[src/rtl/regfile_mp.sv]
// regfile_mp: parametrised multi-read-port register file with hardware clear
// after reset, same-cycle write bypass and a per-register pending-write scoreboard.
`default_nettype none

module regfile_mp #(
  parameter int XLEN   = 32,
  parameter int NREGS  = 32,
  parameter int NRD    = 2,
  parameter int AW     = $clog2(NREGS),
  parameter int BYPASS = 1
) (
  input  logic                clk,
  input  logic                reset,
  input  logic                we,
  input  logic [AW-1:0]       wa,
  input  logic [XLEN-1:0]     wd,
  input  logic [NRD*AW-1:0]   ra,
  output logic [NRD*XLEN-1:0] rd,
  output logic [NRD-1:0]      rpend,
  input  logic                iss,
  input  logic [AW-1:0]       isa,
  output logic                ready
);

  typedef enum logic [0:0] {
    S_CLEAR = 1'b0,
    S_RUN   = 1'b1
  } state_t;

  localparam logic [AW-1:0] C_LAST = AW'(NREGS - 1);

  state_t           state_q, state_d;
  logic [AW-1:0]    cnt_q, cnt_d;
  logic [NREGS-1:0] pend_q, pend_d;
  logic [XLEN-1:0]  rf_q [NREGS];

  logic w_run;
  logic w_wr;
  logic w_set;

  assign w_run = (state_q == S_RUN);
  assign w_wr  = w_run && we && (wa != '0);
  assign w_set = w_run && iss && (isa != '0);
  assign ready = w_run;

  always_ff @(posedge clk or posedge reset) begin
    if (reset) begin
      state_q <= S_CLEAR;
      cnt_q   <= '0;
      pend_q  <= '0;
    end else begin
      state_q <= state_d;
      cnt_q   <= cnt_d;
      pend_q  <= pend_d;
    end
  end

  always_comb begin
    state_d = state_q;
    cnt_d   = cnt_q;
    pend_d  = pend_q;
    case (state_q)
      S_CLEAR: begin
        cnt_d = cnt_q + AW'(1);
        if (cnt_q == C_LAST) begin
          state_d = S_RUN;
        end
      end
      S_RUN: begin
        // Clear first so a same-address issue overrides the retiring write.
        if (w_wr) begin
          pend_d[wa] = 1'b0;
        end
        if (w_set) begin
          pend_d[isa] = 1'b1;
        end
      end
      default: begin
        state_d = S_CLEAR;
        cnt_d   = '0;
      end
    endcase
    pend_d[0] = 1'b0;
  end

  // Storage carries no reset; the clear sequencer zeroes one entry per cycle.
  always_ff @(posedge clk) begin
    if (state_q == S_CLEAR) begin
      rf_q[cnt_q] <= '0;
    end else if (w_wr) begin
      rf_q[wa] <= wd;
    end
  end

  for (genvar i = 0; i < NRD; i++) begin : g_rd
    logic [AW-1:0] w_ra;
    logic          w_hit;

    assign w_ra  = ra[i*AW +: AW];
    assign w_hit = (BYPASS != 0) && w_wr && (wa == w_ra);

    always_comb begin
      rd[i*XLEN +: XLEN] = '0;
      if (w_run && (w_ra != '0)) begin
        rd[i*XLEN +: XLEN] = w_hit ? wd : rf_q[w_ra];
      end
    end

    assign rpend[i] = w_run && pend_q[w_ra];
  end

endmodule

`default_nettype wire

[config.mk]
export PLATFORM = sky130hd
export DESIGN_NAME = regfile_mp
export DESIGN_NICKNAME = d
export VERILOG_FILES = /design/src/rtl/regfile_mp.sv
export SDC_FILE = /design/constraint.sdc
export NUM_CORES = 1
export LEC_CHECK = 0
export CAP_MARGIN = 20
export CORE_MARGIN = 2
export CORE_UTILIZATION = 50
export CTS_CLUSTER_DIAMETER = 100
export DETAILED_ROUTE_END_ITERATION = 8
export MAX_ROUTING_LAYER = met4
export PLACE_DENSITY = 0.67
export SLEW_MARGIN = 20
export SYNTH_ARGS = -nofsm -noshare
export SYNTH_HDL_FRONTEND = slang
export SYNTH_SLANG_ARGS = --single-unit
[constraint.sdc]
create_clock -name clk -period 3.47 [get_ports clk]
set_input_delay 0.694 -clock clk [delete_from_list [all_inputs] [get_ports clk]]
set_output_delay 0.694 -clock clk [all_outputs]
set_load 0.02 [all_outputs]
==> metrics.md <==
| Metric | Value |
|---|---|
| Routed WL | 161,000 um |
| Largest net degree at the start of global routing | 38 |
| Netlist Area Pre-Place | 50,000 um^2 |
| DP HPWL | 101,000 um |
| Most frequent standard cell in the layout excluding fill and tap cells | edfxtp_1 |
| Gate Count Post-Synth | 2,616 |
| Final Setup Violations | 1 |
| Share of cells above drive strength 1 | 42.3% |
| Drc violations | 0 |
| Num CTS Buffers | 108 |
| CTS H-tree lvls | 3 |
| Row count | 115 |
| Rel. slew slack | 27.3% |
| Total chip power | 29.1 mW |
| Multi-input logic area | 17,800 um^2 |
| Critical path type | primary input to output pin |
| Skew final | 0.0234 ns |
| Non-filler cells, final | about 4,500 |
| Clk pin slew, worst setup/hold paths | around 0.06 ns |
| Ys flop type | edfxtp_1 |
| Antenna violations before repair | 1 |
| Storage cell area | 31,700 um^2 |
| CTS sink count | 1,061 |
| Clock Latency Late Sink | about 0.70 ns |
| Floorplan die height | 320 um |
| Port Buffers | 122 |
| Vias | 32,000 |
| DRT Pass-1 Iters | 6 |
| Final min period | around 3.5 ns |
| GP Congestion | 0.888 |
| Total GRT Usage | 31.8% |
| Avg Synthesized Cell Area | 19.1 um^2 |
| Antenna viol nets, final | 0 |
| Die Area | between 100,000 and 150,000 um^2 |
| RSZ-0062 raised after global routing | true |
| Wire per inst | about 36 um |
| Pwr per Cell Area | 472 nW/um^2 |
| Final Hold Viols | 0 |
| FFs w/ async S/R, synth | 3.49% |
| Worst slew pin tran | about 1.1 ns |
| CTS tree | yes |
| Cells after DPL | roughly 4,200 |
| Synth unique cells | 48 |
| Seq/Total Area, Yosys | between 60 and 70% |
| Critical Path RT | roughly 2.8 ns |
| Clk buf depth | 3 |
| Fmax | around 290 MHz |
| Detailed Route Iter0 Violations | just under 5,000 |
| PnR worst setup slack | -0.0180 ns |
| Status | finished with violations |
| Vias in the first global route | 32,300 |
| Crit end category | output pin |
| I/O pin count | 123 |
| Failing checks | setup timing |
| Final Max Slew Viols | 0 |
| Area growth syn-to-layout | 23.6% |
| Synth Register Bits | 1,061 |
| Total gr overflow | 0 |
| HP Class | primary input to async pin |
| Tcrit/Tclk final | 101% |
| Peak supply drop | 0.000423 V |
| Final Core Density | 62.6% |
| Starting Density | ~51% |
| CP Max Fanout | 10 |
| Startpoint Class | primary input |
| Commonest non-fill, non-tap cells in the layout | 1,024 x edfxtp_1, 526 x mux4_2, 371 x buf_4 |
| Post-synth EDFFs | ~1,000 |
| Fill cells | 6,803 |
| Crit path DAT | 2.79 ns |
| Net count after synthesis | 2,674 |
| Synth Warn # | 0 |
| First-pass GRT wire length | 225,000 um |
| Layout net count | 3,209 |
| Avg Vias per Cell | 7.08 |
| Leakage | 22.1 nW |
| Maxcap violations | 0 |
| Die extent in x | 320 um |
| Ant diodes | 0 |
| CTS root buf | clkbuf_16 |
| Core ar. | 98,700 um^2 |
==> final timing paths <==
| path | cells past startpoint | slack [ns] | to | from |
|---|---|---|---|---|
| setup / recovery | 11 | -0.02 | rd[41] | ra[9] |
| hold / removal | 3 | 0.42 | pend_q[28]$_DFFE_PP0P_ | reset |
| setup reg to reg | 9 | 0.53 | rf_q[29][12]$_DFFE_PP_ | ready$_DFF_PP0_ |
| hold reg to reg | 2 | 0.54 | pend_q[28]$_DFFE_PP0P_ | pend_q[28]$_DFFE_PP0P_ |
| max in group asynchronous | 3 | 2.71 | cnt_q[2]$_DFFE_PP0N_ | reset |
| min in group clk | 2 | 0.54 | pend_q[28]$_DFFE_PP0P_ | pend_q[28]$_DFFE_PP0P_ |
==> state kept, by name, summed over array words and instances (netlist names) <==
signal	flops
pend_q	31
rf_q	1024
cnt_q	5
ready	1
==> through the flow <==
step | TNS [ns] | worst slack, ns | instance area, um^2 | hold slack (ns)
2_1_floorplan | -38.20 | -0.124 | 50000 | 0.478
4_1_cts | -0.395 | -0.118 | 60800 | 0.405
5_1_grt | -0.0990 | -0.0793 | 61800 | 0.471
6_report | -0.0180 | -0.0180 | 61800 | 0.419
3_3_place_gp | -64.55 | -0.584 | 56600 | 0.513
3_5_place_dp | -93.45 | -0.642 | 56600 | 0.524
==> synthesized netlist by cell type (all sizes together) (3+ instances only) <==
master  number  area share (%)
nor3b        3           0.045
buf        148             1.7
xor2         4           0.070
mux2i       71             1.4
nor3         8           0.090
nor2b       69            0.86
nand3b       7            0.11
o21ai       61            0.61
nand3       17            0.17
or2          3           0.038
edfxtp    1024              62
and2        33            0.41
nand2       35            0.26
dfrtp       37             1.9
inv          6           0.045
or3          3           0.038
nand2b       7           0.088
nor2       110            0.83
a32o        65             1.3
a211oi      62            0.93
a21oi        5           0.058
o22ai      125             1.6
mux2         7            0.16
clkbuf      75            0.56
mux4       528              24
a31oi       73            0.91
xnor2        9            0.16
==> where the power goes <==
group	switching, mW	internal [mW]
sequential	0.0428	14.1
combinational	1.78	1.50
clock	4.94	6.73
total	6.77	22.4
==> per-layer routing <==
| layer | global-route usage (%) | part of all wire, % | vias up |
|---|---|---|---|
| li1 | - | - | 12400 |
| met1 | 42.0 | 37 | 16800 |
| met2 | 49.0 | 48 | 2366 |
| met3 | 6.96 | 11 | 423 |
| met4 | 11.7 | 4.2 | 0 |
| met5 | - | 0 | - |
==> logic make-up after synthesis <==
| group | after synthesis | share of synthesized area [%] |
|---|---|---|
| XOR/XNOR | 13 | 0.228 |
| flip-flops | 1061 | 63.4 |
| AO/OA/AOI/OAI | 404 | 5.60 |
| multiplexers | 606 | 25.4 |
| AND/OR/NAND/NOR | 301 | 3.02 |
| adder cells (fa/ha/maj) | 2 | 0.0501 |
| buffers and inverters | 229 | 2.30 |
==> what timing repair did <==
item                       4_1_cts  5_1_grt
resized for setup              168      112
buffers inserted                25       63
hold endpoints to repair         0        0
pin swaps                        2       10
setup endpoints to repair       66       61
hold buffers                     0        0
cloned                           6        9
==> cell type report <==
type / count / area share (%)
inverter: 6 / 0.0365
timing repair buffer: 648 / 11.6
clock inverter: 56 / 0.916
sequential: 1061 / 51.3
tap: 1287 / 2.61
multi-input combinational: 1326 / 28.8
clock buffer: 139 / 4.74
==> worst max-delay path, cell delays in order <==
cell	delay (ns)
buf_4	0.18
buf_4	0.16
xnor2_1	0.13
nand3_1	0.12
nor3_2	0.26
buf_4	0.18
a21oi_4	0.06
buf_12	0.14
bufbuf_16	0.30
a32o_1	0.27
clkdlybuf4s15_2	0.28
No activity file was read; power rests on OpenSTA's default activity.
